[src/rtl/latch_loader_pkg.sv]
// Shared types and default constants for the latch loader.
// Latency: n/a (declarations only).
// Backpressure: n/a (declarations only).
package latch_loader_pkg;

    localparam int DEF_WIDTH        = 8;
    localparam int DEF_SETUP_CYCLES = 1;
    localparam int DEF_HOLD_CYCLES  = 2;

    typedef enum logic [2:0] {
        ST_IDLE  = 3'd0,
        ST_SETUP = 3'd1,
        ST_LOAD  = 3'd2,
        ST_TRAIL = 3'd3,
        ST_DONE  = 3'd4
    } state_t;

    // Bits needed to hold values 0..max_val, never less than one.
    function automatic int cnt_w(input int max_val);
        return (max_val < 2) ? 1 : $clog2(max_val + 1);
    endfunction

endpackage

[src/rtl/latch_loader_phase_timer.sv]
// Down-counter that times one SETUP or LOAD phase and pulses expire in its last cycle.
// Latency: start at edge N loads the count; expire is high in the (load_val+1)-th cycle after.
// Backpressure: none; start always wins and restarts the count.
module phase_timer #(
    parameter int CW = 1
) (
    input  logic          clk,
    input  logic          rst_n,
    input  logic          start,
    input  logic [CW-1:0] load_val,
    output logic          expire
);

    logic [CW-1:0] cnt;
    logic          active;

    // Count down from load_val while active; stop once the final cycle has been flagged.
    always_ff @(posedge clk or negedge rst_n) begin
        if (!rst_n) begin
            cnt    <= '0;
            active <= 1'b0;
        end else if (start) begin
            cnt    <= load_val;
            active <= 1'b1;
        end else if (active) begin
            if (cnt == '0) begin
                active <= 1'b0;
            end else begin
                cnt <= cnt - CW'(1);
            end
        end
    end

    assign expire = active && (cnt == '0);

endmodule

[src/rtl/latch_loader.sv]
// Serializes words MSB first onto data, qualifying each bit with a load pulse for a level latch.
// Latency: accept -> done after NBITS*(SETUP_CYCLES+HOLD_CYCLES+1)+1 cycles; NBITS=WIDTH(+1 with LATCH_LOADER_PARITY_EN).
// Backpressure: in_ready only in IDLE; in_valid elsewhere is ignored, so words are separated by an IDLE cycle.
module latch_loader
    import latch_loader_pkg::*;
#(
    parameter int WIDTH        = DEF_WIDTH,
    parameter int SETUP_CYCLES = DEF_SETUP_CYCLES,
    parameter int HOLD_CYCLES  = DEF_HOLD_CYCLES
) (
    input  logic             clk,
    input  logic             rst_n,
    input  logic [WIDTH-1:0] in_data,
    input  logic             in_valid,
    output logic             in_ready,
    output logic             data,
    output logic             load,
    output logic             busy,
    output logic             done
);

`ifdef LATCH_LOADER_PARITY_EN
    localparam int NBITS = WIDTH + 1;
`else
    localparam int NBITS = WIDTH;
`endif

    // Timer holds phase length minus one; bit counter holds index of last bit.
    localparam int MAXC = (SETUP_CYCLES > HOLD_CYCLES) ? SETUP_CYCLES : HOLD_CYCLES;
    localparam int CW   = cnt_w(MAXC - 1);
    localparam int BW   = cnt_w(NBITS - 1);

    localparam logic [CW-1:0] SETUP_LD = CW'(SETUP_CYCLES - 1);
    localparam logic [CW-1:0] HOLD_LD  = CW'(HOLD_CYCLES - 1);
    localparam logic [BW-1:0] LAST_IDX = BW'(NBITS - 1);

    state_t          state;
    state_t          state_nxt;
    logic [BW-1:0]   bit_cnt;
    logic [NBITS-1:0] shreg;
    logic [NBITS-1:0] word;
    logic            data_q;
    logic            accept;
    logic            last_bit;
    logic            tmr_start;
    logic [CW-1:0]   tmr_load;
    logic            tmr_expire;

`ifdef LATCH_LOADER_PARITY_EN
    // Even parity trails the LSB as an extra bit.
    assign word = {in_data, ^in_data};
`else
    assign word = in_data;
`endif

    assign accept   = in_valid && (state == ST_IDLE);
    assign last_bit = (bit_cnt == LAST_IDX);

    phase_timer #(
        .CW (CW)
    ) u_phase_timer (
        .clk      (clk),
        .rst_n    (rst_n),
        .start    (tmr_start),
        .load_val (tmr_load),
        .expire   (tmr_expire)
    );

    // State register; reset drops straight to IDLE so load falls asynchronously.
    always_ff @(posedge clk or negedge rst_n) begin
        if (!rst_n) begin
            state <= ST_IDLE;
        end else begin
            state <= state_nxt;
        end
    end

    // Next-state logic; the timer is started on every edge that enters SETUP or LOAD.
    always_comb begin
        state_nxt = state;
        tmr_start = 1'b0;
        tmr_load  = SETUP_LD;
        case (state)
            ST_IDLE: begin
                if (accept) begin
                    state_nxt = ST_SETUP;
                    tmr_start = 1'b1;
                end
            end
            ST_SETUP: begin
                if (tmr_expire) begin
                    state_nxt = ST_LOAD;
                    tmr_start = 1'b1;
                    tmr_load  = HOLD_LD;
                end
            end
            ST_LOAD: begin
                if (tmr_expire) begin
                    state_nxt = ST_TRAIL;
                end
            end
            ST_TRAIL: begin
                if (last_bit) begin
                    state_nxt = ST_DONE;
                end else begin
                    state_nxt = ST_SETUP;
                    tmr_start = 1'b1;
                end
            end
            ST_DONE: begin
                state_nxt = ST_IDLE;
            end
            default: begin
                state_nxt = ST_IDLE;
            end
        endcase
    end

    // Datapath: data changes only on the edges that enter SETUP, and clears on entry to DONE.
    always_ff @(posedge clk or negedge rst_n) begin
        if (!rst_n) begin
            data_q  <= 1'b0;
            shreg   <= '0;
            bit_cnt <= '0;
        end else if (accept) begin
            data_q  <= word[NBITS-1];
            shreg   <= word << 1;
            bit_cnt <= '0;
        end else if (state == ST_TRAIL) begin
            if (last_bit) begin
                data_q <= 1'b0;
            end else begin
                data_q  <= shreg[NBITS-1];
                shreg   <= shreg << 1;
                bit_cnt <= bit_cnt + BW'(1);
            end
        end
    end

    assign data     = data_q;
    assign load     = (state == ST_LOAD);
    assign busy     = (state != ST_IDLE);
    assign done     = (state == ST_DONE);
    assign in_ready = (state == ST_IDLE);

endmodule

[config.mk]
export PLATFORM = sky130hd
export DESIGN_NAME = latch_loader
export DESIGN_NICKNAME = d
export VERILOG_FILES = /design/src/rtl/latch_loader_pkg.sv /design/src/rtl/latch_loader_phase_timer.sv /design/src/rtl/latch_loader.sv
export SDC_FILE = /design/constraint.sdc
export NUM_CORES = 1
export LEC_CHECK = 0
export ABC_AREA = 1
export ABC_CLOCK_PERIOD_IN_PS = 2300
export BUFFER_PORTS_ARGS = -buffer_cell sky130_fd_sc_hd__buf_4
export CAP_MARGIN = 20
export CORE_MARGIN = 8
export CORE_UTILIZATION = 45
export CTS_CLUSTER_DIAMETER = 50
export DETAILED_ROUTE_END_ITERATION = 12
export PLACE_DENSITY = 0.76
export SYNTH_ARGS = -nofsm -noshare
export SYNTH_HDL_FRONTEND = slang
export SYNTH_SLANG_ARGS = --single-unit
[constraint.sdc]
create_clock -name clk -period 2.3 [get_ports clk]
set_clock_uncertainty 0.05 [all_clocks]
set_input_delay 0.23 -clock clk [delete_from_list [all_inputs] [get_ports clk]]
set_output_delay 0.23 -clock clk [all_outputs]
set_load 0.01 [all_outputs]
==> results.json <==
{
  "run_status": "complete, no violations",
  "fp.dieW_um": 60.1,
  "power.static_leakage_nw": 0.571,
  "synth.most_common_cell": "nand2_1",
  "timing.slew.headroom_pct": 74.7,
  "clockPowerShare_pct": 15.6,
  "fp.coreArea_mm2": 0.00190,
  "clock_tree_from_tritoncts": "done",
  "cts-hold-fix-buffers": 1,
  "ios": 16,
  "required_ns": 2.43,
  "multi_input_comb_area_um2": 402,
  "post_dp_cell_area_um2": 998,
  "synthesis.nets": 113,
  "dr.pass1.iters": 4,
  "busiest_layer": "met2",
  "cts-root-buf": "clkbuf_4",
  "route.final.wire_length_mm": 1.71,
  "layout_worst_path_cycle_share_pct": 69.4,
  "nets": 132,
  "postSynth.topFlopCell": "dfrtp_1",
  "final_layout_worst_hold_slack_ns": 0.0895,
  "filler_cell_count": 183,
  "drt-vias-per-instance": 4.66,
  "postSynthRegisterBits": 16,
  "crit_path_start_kind": "register",
  "worst_hold_path_type": "in -> reg",
  "via_count": 676,
  "cts.path.max_buffers": 2,
  "synth_cell_type_count": 16,
  "initial_utilization_pct": 46.0,
  "globalRouteOverflowTotal": 0,
  "maxCapViolations": 0,
  "finalSetupViolCount": 0,
  "cellPowerDensity_mw_per_mm2": 1150,
  "dp_hpwl_mm": 1.27,
  "arrival_ns": 1.72,
  "cts_htree_levels": 1,
  "report.final.slew_viol_count": 0,
  "grt_max_degree": 17,
  "gp_congestion": 0.775,
  "met3_usage_pct": 3.44,
  "die_footprint_mm2": 0.00361,
  "avgRoutedWirePerCell_um": 11.8,
  "switching_share_pct": 40.7,
  "grt_pass1_vias": 672,
  "post_synth_inst_count": 100,
  "postSynthAreaPerCell_um2": 8.75,
  "end_kind": "register",
  "fmaxAchievable_mhz": 627,
  "buffer_ports.inserted": 15,
  "yosysTopAreaCell": "dfrtp_1",
  "clk_latency_ns": 0.29,
  "syn_area_um2": 875,
  "flow.area_growth_from_synthesis_pct": 19.5,
  "timing_hold_violations_final": 0,
  "synth_top_cell_area_share_pct": 45.8,
  "power.ir.vdd_worst_mv": 0.476,
  "floorplan.die.height_um": 60.1,
  "cellInternalPower_mw": 0.714,
  "initialDrtViolationCount": 19,
  "post-route-cell-area_mm2": 0.00104,
  "count_of_flip_flops_with_a_built_in_enable_after_synthesis": 0,
  "combined_global_route_utilization_of_all_metal_layers_pct": 11.0,
  "seq_power_share_pct": 40.8,
  "groute.layer.met2.usage_pct": 17.4,
  "placementRows": 16,
  "shortest_period_the_worst_path_allows_ns": 1.60,
  "clock_pin_slew_reported_for_the_worst_setup_and_hold_paths_after_clock_tree_synthesis_ns": 0.10,
  "power.net_switching_mw": 0.489,
  "global_route.usage.met1_pct": 12.4,
  "synth_sequential_area_ratio_pct": 45.8,
  "cts_buffers": 3,
  "synthTopCellsByArea": "dfrtp_1 (46%), nand3_2 (18%), nand2_1 (14%), inv_1 (4.3%), nand3_1 (3.4%)",
  "post_cts_resized": 0,
  "layout-drive-gt1-share_pct": 34.7,
  "synthesis.yosys.warnings": 0,
  "power_frac_comb_pct": 43.6,
  "worstPathMaxFanout": 12,
  "antenna_left": 0,
  "clock_sink_count": 16,
  "setup_tns_ns": 0,
  "number_of_remaining_drc_errors": 0,
  "slew_at_the_pin_closest_to_its_max_slew_limit_ns": 0.379,
  "rsz0062_at_grt": "no",
  "ff_latch_area_um2": 400,
  "antennaDiodeCount": 0,
  "asr_flop_ratio_synth_pct": 100,
  "synth_common_cells": "nand2_1 (32), dfrtp_1 (16), nand3_2 (16), inv_1 (10), nand3_1 (6)",
  "worst-setup-path-type": "reg -> reg",
  "wire_length_of_the_first_global_routing_pass_mm": 2.96,
  "post_cts_setup_buffers": 0,
  "antenna_found_initial": 0
}
==> registers in the layout (all words and copies together) (netlist names) <==
register	cells
shreg	7
bit_cnt	3
state	3
data	1
u_phase_timer.active	1
u_phase_timer.cnt	1
==> layout by cell type, fill, tap and decap left out, types with 2 or more instances in the layout <==
| cell | count |
|---|---|
| buf_4 | 15 |
| clkbuf_4 | 3 |
| dfrtp_1 | 16 |
| ha_1 | 2 |
| inv_1 | 10 |
| inv_2 | 2 |
| nand2_1 | 32 |
| nand3_1 | 6 |
| nand3_2 | 16 |
| nor2_1 | 5 |
| o21ai_0 | 3 |
==> routing by layer <==
metal,up-vias,share of wire (%)
li1,356,-
met1,306,47
met3,2,5.3
met2,12,47
met4,0,1.1
met5,-,0
==> cell families (layout without fill, tap and decap cells) <==
group           after synthesis  in the layout  share of synthesized area, %
compound gates                4              4                          2.72
simple gates                 63             63                          40.3
flops                        16             16                          45.8
buf+inv                      15             33                          8.30
fa+ha+maj                     2              2                          2.86
==> power by group through the flow <==
stage	Sequential, mW	Combinational [mW]	Clock (mW)
4_1_cts	0.491	0.534	0.195
2_1_floorplan	0.482	0.405	0
3_3_place_gp	0.491	0.509	0
6_report	0.491	0.525	0.187
5_1_grt	0.506	0.606	0.210
3_5_place_dp	0.497	0.528	0
==> path summary, 6_finish.rpt <==
check | end | cells past startpoint | slack [ns] | startpoint
worst min-delay path | shreg[1] | 3 | 0.09 | in_data[0]
max in group asynchronous | state[0] | 2 | 1.73 | rst_n
worst max register to register | shreg[5] | 7 | 0.70 | bit_cnt[0]
min in group asynchronous | shreg[6] | 2 | 0.28 | rst_n
worst min register to register | bit_cnt[0] | 1 | 0.44 | bit_cnt[0]
worst max-delay path | shreg[5] | 7 | 0.70 | bit_cnt[0]
==> metrics by stage <==
| step | power (mW) | cells | utilization (%) | setup slack (ns) |
|---|---|---|---|---|
| 2_1_floorplan | 0.887 | 100 | - | 0.975 |
| 6_report | 1.20 | 145 | 54.9 | 0.705 |
| 3_5_place_dp | 1.02 | 140 | 52.5 | 0.722 |
| 3_3_place_gp | 1.00 | 140 | 52.5 | 0.773 |
| 4_1_cts | 1.22 | 145 | 54.9 | 0.692 |
| 5_1_grt | 1.32 | 145 | 54.9 | 0.550 |
==> cell type report <==
type	instances	share of cell area, %
repair buffers	16	11.7
flip-flops and latches	16	38.3
inverters	13	4.79
clock buffers	4	3.47
well taps	27	3.23
multi-input cells	69	38.4
==> critical path, stage by stage (launching register included) <==
cell and delay [ns]:
dfrtp_1 0.40, ha_1 0.16, ha_1 0.13, inv_1 0.06, nand2_2 0.26, clkinv_2 0.22, nand2_1 0.13, nand3_2 0.08
(Power assumes the default switching activity.)
